==> config.mk <==
export PLATFORM = sky130hd
export DESIGN_NAME = uart_loader_flat
export DESIGN_NICKNAME = d
export VERILOG_FILES = /design/src/rtl/uart_loader_if.sv /design/src/rtl/uart_loader.sv /design/src/flat_wrapper.sv
export SDC_FILE = /design/constraint.sdc
export NUM_CORES = 1
export LEC_CHECK = 0
export BUFFER_PORTS_ARGS = -buffer_cell sky130_fd_sc_hd__buf_4
export CORE_UTILIZATION = 40
export DETAILED_ROUTE_END_ITERATION = 8
export PLACE_DENSITY = 0.61
export SLEW_MARGIN = 10
export SYNTH_ARGS = -nofsm -noshare
export SYNTH_HDL_FRONTEND = slang
export SYNTH_SLANG_ARGS = --single-unit
==> constraint.sdc <==
create_clock -name CLK -period 4.3 [get_ports CLK]
set_input_delay 0.43 -clock CLK [delete_from_list [all_inputs] [get_ports CLK]]
set_output_delay 0.43 -clock CLK [all_outputs]
set_load 0.03 [all_outputs]
==> src/rtl/uart_loader_if.sv <==
// Instruction-RAM write port and loader status, driven by uart_loader.
// master: the loader side (drives everything); slave: RAM / cpu side.
interface uart_loader_if #(
    parameter int ADDR_W = 10
);
    logic              imemWE;
    logic [ADDR_W-1:0] imemAddr;
    logic [31:0]       imemData;
    logic              cpuRst;
    logic              loadDone;
    logic              loadErr;

    modport master (output imemWE, imemAddr, imemData, cpuRst, loadDone, loadErr);
    modport slave  (input  imemWE, imemAddr, imemData, cpuRst, loadDone, loadErr);
endinterface

==> src/rtl/uart_loader.sv <==
// Boot-time UART (8N1) image loader. Frame: A5, LEN_LO, LEN_HI, LEN words of
// 4 bytes (little endian), optional checksum byte. Words are written to the
// instruction RAM; the cpu is held in reset until the whole image is in.
// Optional feature: define LOADER_CHECKSUM_EN to require and check a trailing
// byte equal to the mod-256 sum of all payload bytes.
module uart_loader #(
    parameter int CLK_FREQ = 50_000_000,
    parameter int BAUD     = 115_200,
    parameter int ADDR_W   = 10
) (
    input  logic           CLK,
    input  logic           RST,
    input  logic           uartRxPin,
    uart_loader_if.master  bus
);
    localparam int          DIV       = CLK_FREQ / BAUD;
    localparam int          CW        = $clog2(DIV);
    localparam int unsigned MAX_WORDS = 2 ** ADDR_W;

    // ------------------------------------------------------------------
    // RX front end
    // ------------------------------------------------------------------
    typedef enum logic [1:0] {RX_IDLE, RX_START, RX_DATA, RX_STOP} rx_state_t;

    rx_state_t     rx_state, rx_next;
    logic          rx_meta, rx_sync, rx_prev;
    logic [CW-1:0] rx_cnt;
    logic [2:0]    rx_bit;
    logic [7:0]    rx_shift;
    logic          half_tick, full_tick;
    logic          rx_valid, rx_ferr;
    logic [7:0]    rx_byte;

    // Two-flop synchroniser plus one delayed copy for falling-edge detect.
    // Edge (not level) detect keeps a line stuck low after a framing
    // error from being read as a stream of start bits.
    always_ff @(posedge CLK or posedge RST) begin
        if (RST) begin
            rx_meta <= 1'b1;
            rx_sync <= 1'b1;
            rx_prev <= 1'b1;
        end else begin
            rx_meta <= uartRxPin;
            rx_sync <= rx_meta;
            rx_prev <= rx_sync;
        end
    end

    assign half_tick = (rx_cnt == CW'(DIV / 2 - 1));
    assign full_tick = (rx_cnt == CW'(DIV - 1));

    // RX state register
    always_ff @(posedge CLK or posedge RST) begin
        if (RST) rx_state <= RX_IDLE;
        else     rx_state <= rx_next;
    end

    // RX next state: start re-checked at half bit, then one sample per bit
    always_comb begin
        rx_next = rx_state;
        unique case (rx_state)
            RX_IDLE:  if (rx_prev && !rx_sync) rx_next = RX_START;
            RX_START: if (half_tick) rx_next = rx_sync ? RX_IDLE : RX_DATA;
            RX_DATA:  if (full_tick && rx_bit == 3'd7) rx_next = RX_STOP;
            RX_STOP:  if (full_tick) rx_next = RX_IDLE;
            default:  rx_next = RX_IDLE;
        endcase
    end

    // RX bit timer and LSB-first shift register; timer restarts on every
    // state change so data samples land DIV cycles apart from start centre
    always_ff @(posedge CLK or posedge RST) begin
        if (RST) begin
            rx_cnt   <= '0;
            rx_bit   <= '0;
            rx_shift <= '0;
        end else begin
            if (rx_state == RX_IDLE || rx_state != rx_next || full_tick)
                rx_cnt <= '0;
            else
                rx_cnt <= rx_cnt + 1'b1;
            if (rx_state == RX_START)
                rx_bit <= '0;
            else if (rx_state == RX_DATA && full_tick) begin
                rx_shift <= {rx_sync, rx_shift[7:1]};
                rx_bit   <= rx_bit + 1'b1;
            end
        end
    end

    // RX outputs: stop-bit sample decides good byte vs framing error
    always_comb begin
        rx_valid = (rx_state == RX_STOP) && full_tick &&  rx_sync;
        rx_ferr  = (rx_state == RX_STOP) && full_tick && !rx_sync;
        rx_byte  = rx_shift;
    end

    // ------------------------------------------------------------------
    // Frame FSM and write datapath
    // ------------------------------------------------------------------
    typedef enum logic [2:0] {
        ST_SYNC, ST_LEN0, ST_LEN1, ST_DATA,
`ifdef LOADER_CHECKSUM_EN
        ST_CSUM,
`endif
        ST_DONE, ST_ERR
    } st_t;

    st_t               st, st_next;
    logic [15:0]       len;
    logic [15:0]       len_new;
    logic [1:0]        byte_idx;
    logic [ADDR_W:0]   word_idx;
    logic [31:0]       word;
    logic              imem_we;
    logic [ADDR_W-1:0] imem_addr;
    logic [31:0]       imem_data;
    logic              last_word;
`ifdef LOADER_CHECKSUM_EN
    logic [7:0]        sum;
`endif

    assign len_new   = {rx_byte, len[7:0]};
    // word_idx has already been bumped when the strobe is out
    assign last_word = (32'(word_idx) == 32'(len));

    // Frame state register
    always_ff @(posedge CLK or posedge RST) begin
        if (RST) st <= ST_SYNC;
        else     st <= st_next;
    end

    // Frame next state: bytes drive everything except the exit from DATA,
    // which waits for the final write strobe so the cpu is released only
    // after the last word is in RAM
    always_comb begin
        st_next = st;
        if (rx_ferr) begin
            if (st != ST_DONE) st_next = ST_ERR;
        end else if (rx_valid) begin
            unique case (st)
                ST_SYNC, ST_ERR: if (rx_byte == 8'hA5) st_next = ST_LEN0;
                ST_LEN0:         st_next = ST_LEN1;
                ST_LEN1: begin
                    if (len_new == 16'd0 || 32'(len_new) > MAX_WORDS)
                        st_next = ST_ERR;
                    else
                        st_next = ST_DATA;
                end
`ifdef LOADER_CHECKSUM_EN
                ST_CSUM:         st_next = (rx_byte == sum) ? ST_DONE : ST_ERR;
`endif
                default:         st_next = st;
            endcase
        end else if (st == ST_DATA && imem_we && last_word) begin
`ifdef LOADER_CHECKSUM_EN
            st_next = ST_CSUM;
`else
            st_next = ST_DONE;
`endif
        end
    end

    // Frame outputs: pure function of state, so DONE/ERR show the cycle after entry
    always_comb begin
        bus.cpuRst   = (st != ST_DONE);
        bus.loadDone = (st == ST_DONE);
        bus.loadErr  = (st == ST_ERR);
    end

    // Length capture, word assembly and the one-cycle RAM write strobe
    always_ff @(posedge CLK or posedge RST) begin
        if (RST) begin
            len       <= '0;
            byte_idx  <= '0;
            word_idx  <= '0;
            word      <= '0;
            imem_we   <= 1'b0;
            imem_addr <= '0;
            imem_data <= '0;
`ifdef LOADER_CHECKSUM_EN
            sum       <= '0;
`endif
        end else begin
            imem_we <= 1'b0;
            if (rx_valid) begin
                unique case (st)
                    ST_SYNC, ST_ERR: begin
                        if (rx_byte == 8'hA5) begin
                            byte_idx <= '0;
                            word_idx <= '0;
`ifdef LOADER_CHECKSUM_EN
                            sum      <= '0;
`endif
                        end
                    end
                    ST_LEN0: len[7:0]  <= rx_byte;
                    ST_LEN1: len[15:8] <= rx_byte;
                    ST_DATA: begin
                        word     <= {rx_byte, word[31:8]};
                        byte_idx <= byte_idx + 1'b1;
`ifdef LOADER_CHECKSUM_EN
                        sum      <= sum + rx_byte;
`endif
                        if (byte_idx == 2'd3) begin
                            imem_we   <= 1'b1;
                            imem_data <= {rx_byte, word[31:8]};
                            imem_addr <= word_idx[ADDR_W-1:0];
                            word_idx  <= word_idx + 1'b1;
                        end
                    end
                    default: ;
                endcase
            end
        end
    end

    assign bus.imemWE   = imem_we;
    assign bus.imemAddr = imem_addr;
    assign bus.imemData = imem_data;

endmodule
==> src/flat_wrapper.sv <==
// flat-port wrapper written by rule: the top's interface ports become plain ports
module uart_loader_flat 
#(
    parameter int CLK_FREQ = 50_000_000,
    parameter int BAUD     = 115_200,
    parameter int ADDR_W   = 10
)
  (CLK, RST, uartRxPin, bus_imemWE, bus_imemAddr, bus_imemData, bus_cpuRst, bus_loadDone, bus_loadErr);
  uart_loader_if #(.ADDR_W(ADDR_W)) bus_i ();
  input  logic CLK;
  input  logic RST;
  input  logic uartRxPin;
  output wire logic [$bits(bus_i.imemWE)-1:0] bus_imemWE;
  output wire logic [$bits(bus_i.imemAddr)-1:0] bus_imemAddr;
  output wire logic [$bits(bus_i.imemData)-1:0] bus_imemData;
  output wire logic [$bits(bus_i.cpuRst)-1:0] bus_cpuRst;
  output wire logic [$bits(bus_i.loadDone)-1:0] bus_loadDone;
  output wire logic [$bits(bus_i.loadErr)-1:0] bus_loadErr;
  assign bus_imemWE = bus_i.imemWE;
  assign bus_imemAddr = bus_i.imemAddr;
  assign bus_imemData = bus_i.imemData;
  assign bus_cpuRst = bus_i.cpuRst;
  assign bus_loadDone = bus_i.loadDone;
  assign bus_loadErr = bus_i.loadErr;
  uart_loader #(.CLK_FREQ(CLK_FREQ), .BAUD(BAUD), .ADDR_W(ADDR_W)) u_core (.CLK(CLK), .RST(RST), .uartRxPin(uartRxPin), .bus(bus_i));
endmodule
==> metrics.txt, run 1 <==
H-tree levels 4; setup_tns 0 ns; worst path cell trace inv_1 -> ha_1 -> nand4b_1 -> or4_1 -> buf_4 -> or2_1 -> inv_2 -> mux2_2; Final nets roughly 470; row count 42; via count about 3.4k; Pleak approximately 3.2 nW; CP Data Arrival Time around 3.1 ns; Worst-Margin Slew roughly 0.82 ns; Worst path top cell family by delay simple AND/OR/NAND/NOR gates; cell count after synthesis 411; min-delay src uartRxPin; fill count 1,166; ANT nets after route 0; Hold Crit Depth 1; hold buffer count at CTS 0; RePlAce Congestion 0.8145; WP data required 4.59 ns; Post-Layout Cell Count about 650; initial core utilization 0.4101; core area about 13,000 um^2; largest area contributor in the netlist dfrtp_1; drt via density between 5 and 6; Post-DP Area ~5900 um^2; max incr delay on CP around 0.57 ns; most used routing layer met2; kind of critical path flop to flop; number of synthesized flops with an enable pin 0; final core occ 0.4925; clock-pin slew on the worst setup and hold paths 0.05 ns; Routed WL slightly above 10 mm; period utilisation layout 0.6482; final design instance area without fill 6523 um^2; fmax approximately 360 MHz; remaining global-route overflow 0; Mapped Nets ~420; cts repair resizes 0; unrepaired setup endpoints after global routing false; clk_skew ~0.010 ns; # placed instances roughly 620; Hold Vio Cnt, Final 0; Synth top area share 0.5576; met1 usage 0.2211; most instantiated cells after synthesis 121 x dfrtp_1, 89 x mux2_2, 18 x nor2_1; largest net degree at the start of global routing between 60 and 70; #FFs+latches synth roughly 120; Port Buf Inserts 48; DIE WIDTH about 120 um; initial antenna violation count 0; yosys synthesis warning count 0; Post-CTS Setup Repair Bufs 0; maximum capacitance violations 0; ys async rst share 1.000; Buf/Inv on CP 3; Worst slew margin 0.4544; WHS Endpoint u_core.rx_meta; TritonCTS clock tree yes; root buf cell clkbuf_16; status completed; overall global routing resource usage 0.1629; Routed WL per cell about 16 um; Pins Over Slew Limit 0; Initial DRC Count 166; min cycle time layout around 2.8 ns; met2 Usage GRT 0.2449; Worst-Skew Late Latency 0.41 ns; Top Ports 49; Area Growth Syn to Fin 20.12%; hpwl dp between 6 and 7 mm; nature of the critical path endpoint flop; P per Cell Area between 400 and 500 nW/um^2; Peak VDD IR between 0.3 and 0.4 mV; critical register-to-register path startpoint u_core.rx_cnt[1]; Main synth FF type dfrtp_1; cts bufs inserted 17; crit path launch type flop; ant diodes 0; Hold WC Path Type primary input to flop; vias in the first global route 3,456; slowest CP cell or4_1; iteration count of the initial detailed-routing pass 4; r2r endpoint u_core.bus.imemAddr[2]; post-synthesis sequential area ratio 0.5721; DIE AREA between 10,000 and 15,000 um^2; Area contributors post-synth dfrtp_1 56%, mux2_2 18%, xnor2_1 2.3%; Residual DRC 0; GR Layer Usage met3 0.04392; first-pass GRT wire length between 15 and 20 mm; CTS max path bufs 2; die height ~120 um; r2r worst-path depth 8; Avg Cell Area, Syn 13.21 um^2; final setup fails 0; clock sinks 124; share of cells above drive strength 1 0.3899; Syn Std Cell Area approximately 5400 um^2; post-synth cell types 57; most frequent cell after synthesis dfrtp_1; r2r setup slk 1.51 ns; worst-path fanout max 27
area by class of cell:
cell class / count / area (um^2) / area share
Multi-Input combinational cell: 255 / 2162 / 0.3315
Timing Repair Buffer: 52 / 390.4 / 0.05985
Clock inverter: 11 / 117.6 / 0.01803
Clock buffer: 21 / 470.5 / 0.07213
Tap cell: 176 / 220.2 / 0.03376
Sequential cell: 124 / 3107 / 0.4763
Inverter: 14 / 55.05 / 0.008440
sequential cells by signal, summed over array words and instances (netlist names), 2 cells and up:
signal	count
u_core.word	24
u_core.rx_byte	8
u_core.rx_cnt	9
u_core.rx_state	2
u_core.bus.imemAddr	10
u_core.rx_bit	3
u_core.word_idx	11
u_core.len	16
u_core.bus.imemData	32
u_core.st	3
u_core.byte_idx	2
worst reg2reg max path, cell delays in order, from the launching register on:
cell	delay [ns]
dfrtp_1	0.41
inv_1	0.10
ha_1	0.15
nand4b_1	0.22
or4_1	0.57
buf_4	0.26
or2_1	0.32
inv_2	0.25
mux2_2	0.38
power by group:
group | switching (mW) | internal (mW) | total (mW)
clock network | 0.506 | 0.893 | 1.40
logic | 0.0574 | 0.0449 | 0.102
registers | 0.0402 | 1.19 | 1.23
placed cells by master, fill, tap and decap left out, types with 8 or more instances in the layout:
cell type / n
nand2_1: 15
clkbuf_16: 17
nor2_1: 18
inv_1: 12
a21oi_1: 9
xnor2_1: 14
buf_4: 52
o21ai_0: 13
dfrtp_1: 121
xor2_1: 8
mux2_2: 89
metal layers:
| layer | wire length, um | share of wire | vias up |
|---|---|---|---|
| li1 | - | - | 1601 |
| met1 | 4928 | 0.47 | 1708 |
| met2 | 4905 | 0.47 | 57 |
| met3 | 348 | 0.034 | 20 |
| met4 | 198 | 0.019 | 0 |
| met5 | 0 | 0 | - |
worst max path at each step:
stage	startpoint	end	slack (ns)	cells past startpoint
CTS	u_core.rx_cnt[1]	u_core.bus.imemAddr[2]	1.49	8
detailed placement	u_core.rx_cnt[1]	u_core.bus.imemAddr[2]	1.49	8
global placement	u_core.rx_cnt[1]	u_core.bus.imemAddr[1]	1.56	8
global route	u_core.rx_cnt[1]	u_core.bus.imemAddr[4]	1.31	8
floorplan	RST	u_core.bus.imemAddr[0]	0.58	1
finish	u_core.rx_cnt[1]	u_core.bus.imemAddr[2]	1.51	8
metrics by stage:
stage,setup WS [ns],hold slack [ns],power (mW)
final,1.513,0.1216,2.735
after global routing,1.310,0.1047,2.842
after CTS,1.492,0.1050,2.766
after detailed placement,1.493,0.3475,1.360
after global placement,1.560,0.3473,1.354
after floorplan,0.5757,0.3452,1.329
logic make-up after synthesis:
| family | synth area share |
|---|---|
| AO/OA/AOI/OAI | 0.06290 |
| XOR/XNOR | 0.03548 |
| adder cells (fa/ha/maj) | 0.01613 |
| buffers and inverters | 0.02972 |
| flip-flops | 0.5721 |
| multiplexers | 0.1864 |
| AND/OR/NAND/NOR | 0.09724 |
Power figures use the tool's default switching activity.
==> inputs of run 2 (changes only) <==
==> constraint.sdc (replaced) <==
create_clock -name CLK -period 2.64 [get_ports CLK]
set_input_delay 0.264 -clock CLK [delete_from_list [all_inputs] [get_ports CLK]]
set_output_delay 0.264 -clock CLK [all_outputs]
set_load 0.03 [all_outputs]
==> metrics.txt, run 2 (synthesis results as in run 1) <==
final setup fails 0; fmax between 400 and 500 MHz; kind of critical path flop to flop; period utilisation layout 0.9338; nature of the critical path endpoint flop; TritonCTS clock tree yes; RePlAce Congestion approximately 0.78; worst-path fanout max 8; Post-Layout Cell Count between 600 and 700; H-tree levels 4; Residual DRC 0; WP data required roughly 3.0 ns; Routed WL per cell ~15 um; Worst-Margin Slew ~0.75 ns; core area between 10,000 and 15,000 um^2; clock sinks 124; Port Buf Inserts 48; drt via density 5.166; Pleak approximately 3.2 nW; initial antenna violation count 0; Pins Over Slew Limit 0; Initial DRC Count approximately 200; Hold WC Path Type flop to flop; ANT nets after route 0; Hold Vio Cnt, Final 0; Routed WL ~10 mm; status completed; iteration count of the initial detailed-routing pass 5; CTS max path bufs 2; Area Growth Syn to Fin 22.42%; remaining global-route overflow 0; Top Ports 49; Worst slew margin 0.4969; row count between 40 and 50; max reg flops 32; most frequent cells in the layout 121 x dfrtp_1, 89 x mux2_2, 59 x buf_4; setup_tns 0 ns; DIE AREA approximately 14,000 um^2; clk_skew 0.01189 ns; commonest non-fill, non-tap cell in the layout dfrtp_1; first-pass GRT wire length 17.75 mm; share of cells above drive strength 1 0.4037; overall global routing resource usage 0.1622; crit path launch type flop; clock-pin slew on the worst setup and hold paths 0.06 ns; Worst-Skew Late Latency between 0.4 and 0.5 ns; Final nets 485; root buf cell clkbuf_16; cts bufs inserted 17; hpwl dp 6.989 mm; Post-CTS Setup Repair Bufs 0; # placed instances 630; unrepaired setup endpoints after global routing false; DIE WIDTH 118.5 um; P per Cell Area ~670 nW/um^2; maximum capacitance violations 0; Peak VDD IR between 0.3 and 0.4 mV; vias in the first global route 3,507; die height approximately 120 um; largest net degree at the start of global routing 50; Pwr Total 4.481 mW; CP Data Arrival Time 2.80 ns; ant diodes 0; initial core utilization 0.4101; min cycle time layout between 2 and 2.5 ns; via count approximately 3.4k
-- run 2: changes by cell type in the layout (fill, tap and decap cells not counted), moves of 2 or more --
cell,previous run,this run
dlygate4sd3_1,0,2
clkinv_2,4,2
buf_12,0,2
clkinvlp_4,5,7
inv_6,0,2
buf_4,52,59
-- run 2: worst max-delay path: stages, from the launching register on --
cell	delay [ns]
dfrtp_1	0.48
or4_4	0.63
nor4b_4	0.44
o2111ai_2	0.28
or3_1	0.41
a21oi_1	0.14
-- run 2: area by class of cell --
type | count | area [um^2]
inverters | 14 | 56.30
well taps | 176 | 220.2
fillers | 1188 | 6595
multi-input cells | 255 | 2167
clock buffers | 19 | 452.9
repair buffers | 63 | 503.0
flip-flops and latches | 124 | 3107
clock inverters | 13 | 141.4
-- run 2: power breakdown --
part	total (mW)	leakage (nW)	switching, mW	internal (mW)
clock	2.28	0.274	0.844	1.44
combinational	0.207	1.26	0.114	0.0935
sequential	1.99	1.71	0.0454	1.94
total	4.48	3.24	1.00	3.48
-- run 2: what timing repair did --
| item | CTS | global route |
|---|---|---|
| setup endpoints to repair | 0 | 1 |
| resized for setup | 0 | 1 |
| hold buffers | 2 | 0 |
| hold endpoints to repair | 25 | 0 |
-- run 2: layer usage --
metal | wire (um) | global-route usage | vias to the layer above
met5 | 0 | 0 | -
met4 | 64 | 0.05775 | 0
met3 | 339 | 0.04681 | 5
met2 | 5085 | 0.2500 | 58
met1 | 4740 | 0.2183 | 1743
li1 | - | - | 1624
-- run 2: final timing paths --
path / startpoint / to / slack (ns) / cells after the start
min in group asynchronous: RST / u_core.bus.imemAddr[8] / 0.54 / 3
max in group asynchronous: RST / u_core.rx_meta / 1.35 / 4
max reg2reg: u_core.rx_byte[1] / u_core.word_idx[10] / 0.17 / 5
min reg2reg: u_core.rx_meta / u_core.rx_sync / 0.35 / 0
min: u_core.rx_meta / u_core.rx_sync / 0.35 / 0
max: u_core.rx_byte[1] / u_core.word_idx[10] / 0.17 / 5
-- run 2: through the flow --
stage	worst slack, ns	hold slack, ns	cell area, um^2	utilization
6_report	0.1749	0.3539	6648	0.5020
5_1_grt	0.01233	0.3563	6648	0.5020
4_1_cts	0.1555	0.3546	6643	0.5016
3_3_place_gp	0.2186	0.3467	6028	0.4552
3_5_place_dp	0.2059	0.3468	6028	0.4552
2_1_floorplan	0.1623	0.2685	5434	-
==> inputs of run 3 (changes only) <==
--- a/config.mk
+++ b/config.mk
@@ -6,6 +6,7 @@
 export NUM_CORES = 1
 export LEC_CHECK = 0
 export BUFFER_PORTS_ARGS = -buffer_cell sky130_fd_sc_hd__buf_4
+export CORE_ASPECT_RATIO = 0.8
 export CORE_UTILIZATION = 40
 export DETAILED_ROUTE_END_ITERATION = 8
 export PLACE_DENSITY = 0.61
==> metrics.txt, run 3 (synthesis results as in run 1) <==
max reg flops 32; fmax between 300 and 400 MHz; remaining global-route overflow 0; Worst-Skew Late Latency about 0.41 ns; unrepaired setup endpoints after global routing false; overall global routing resource usage 0.1712; setup_tns 0 ns; commonest non-fill, non-tap cell in the layout dfrtp_1; clk_skew 0.01431 ns; Initial DRC Count 180; Peak VDD IR 0.4778 mV; H-tree levels 4; Hold WC Path Type primary input to asynchronous set/reset pin; Routed WL per cell about 16 um; final setup fails 0; Top Ports ~50; min cycle time layout around 2.5 ns; initial antenna violation count 0; iteration count of the initial detailed-routing pass 4; hpwl dp a little over 7 mm; row count 37; most frequent cells in the layout 121 x dfrtp_1, 89 x mux2_2, 61 x buf_4; nature of the critical path endpoint flop; Post-Layout Cell Count ~660; Setup crit start u_core.rx_byte[3]; DIE WIDTH around 130 um; fill count 1,146; first-pass GRT wire length about 19 mm; WP data required roughly 3.0 ns; initial core utilization 0.4159; via count 3,502; worst-path fanout max 9; clock-pin slew on the worst setup and hold paths 0.06 ns; Pleak 3.262 nW; root buf cell clkbuf_16; crit path launch type flop; Port Buf Inserts 48; CTS max path bufs 2; PnR worst setup slack ~0.13 ns; clock sinks about 120; worst slack, placed around 0.14 ns; largest net degree at the start of global routing a little under 90; P per Cell Area about 680 nW/um^2; Routed WL 10.80 mm; TritonCTS clock tree yes; vias in the first global route between 3k and 4k; DIE AREA 14,050 um^2; share of cells above drive strength 1 0.4049; die height 106.2 um; critical register-to-register path startpoint u_core.rx_byte[3]; r2r worst-path depth 5; maximum capacitance violations 0; CP Data Arrival Time approximately 2.9 ns; core area ~13,000 um^2; kind of critical path flop to flop; ant diodes 0; status completed; Worst-Margin Slew ~0.57 ns; Worst slew margin 0.6167; # placed instances 630; ANT nets after route 0; Area Growth Syn to Fin 22.47%; Pins Over Slew Limit 0; Post-CTS Setup Repair Bufs 0; Hold Vio Cnt, Final 0; Residual DRC 0; RePlAce Congestion 0.8098; drt via density approximately 5.3; cts bufs inserted 17; period utilisation layout 0.9497; Final nets a little under 500
run 3: critical path, cell delays in order (launching register included):
cell and delay [ns]:
dfrtp_1 0.49, or4_4 0.63, nor4b_4 0.45, o2111ai_2 0.29, or3_1 0.42, a21oi_1 0.14
run 3: area by class of cell:
class | instances | area (um^2) | share of cell area
sequential | 124 | 3107 | 0.4672
multi-input combinational | 255 | 2167 | 0.3259
timing repair buffer | 64 | 498.0 | 0.07488
clock buffer | 20 | 466.7 | 0.07018
tap | 175 | 219.0 | 0.03293
clock inverter | 12 | 136.4 | 0.02051
inverter | 14 | 56.30 | 0.008467
run 3: per-stage QoR:
step	hold slack (ns)	total power, mW	area, um^2	util
3_3_place_gp	0.1938	2.221	6022	0.4613
5_1_grt	0.3438	4.696	6650	0.5094
4_1_cts	0.3274	4.578	6645	0.5090
2_1_floorplan	0.2685	2.166	5434	-
3_5_place_dp	0.1981	2.229	6022	0.4613
6_report	0.3371	4.521	6650	0.5094
run 3: worst paths after layout:
check	to	slack, ns
min in group CLK	u_core.rx_sync	0.36
worst min register to register	u_core.rx_sync	0.36
worst max-delay path	u_core.word_idx[10]	0.13
max in group asynchronous	u_core.rx_prev	1.64
worst min-delay path	u_core.rx_cnt[6]	0.34
worst max register to register	u_core.word_idx[10]	0.13
run 3: report_power, final:
group          switching [mW]  total [mW]  leakage (nW)  internal [mW]
sequential             0.0484        1.99          1.71           1.94
clock                   0.854        2.33         0.289           1.47
combinational           0.113       0.203          1.26         0.0895
total                    1.02        4.52          3.26           3.51
run 3: metal layers:
| layer | GRT usage | wire [um] |
|---|---|---|
| met1 | 0.2347 | 5201 |
| met2 | 0.2483 | 4939 |
| met3 | 0.04435 | 434 |
| met4 | 0.09278 | 219 |
| met5 | 0 | 0 |
run 3: timing repair:
action,4_1_cts,5_1_grt
hold endpoints to repair,6,0
hold buffers,2,0
setup endpoints to repair,0,1
resized for setup,0,1
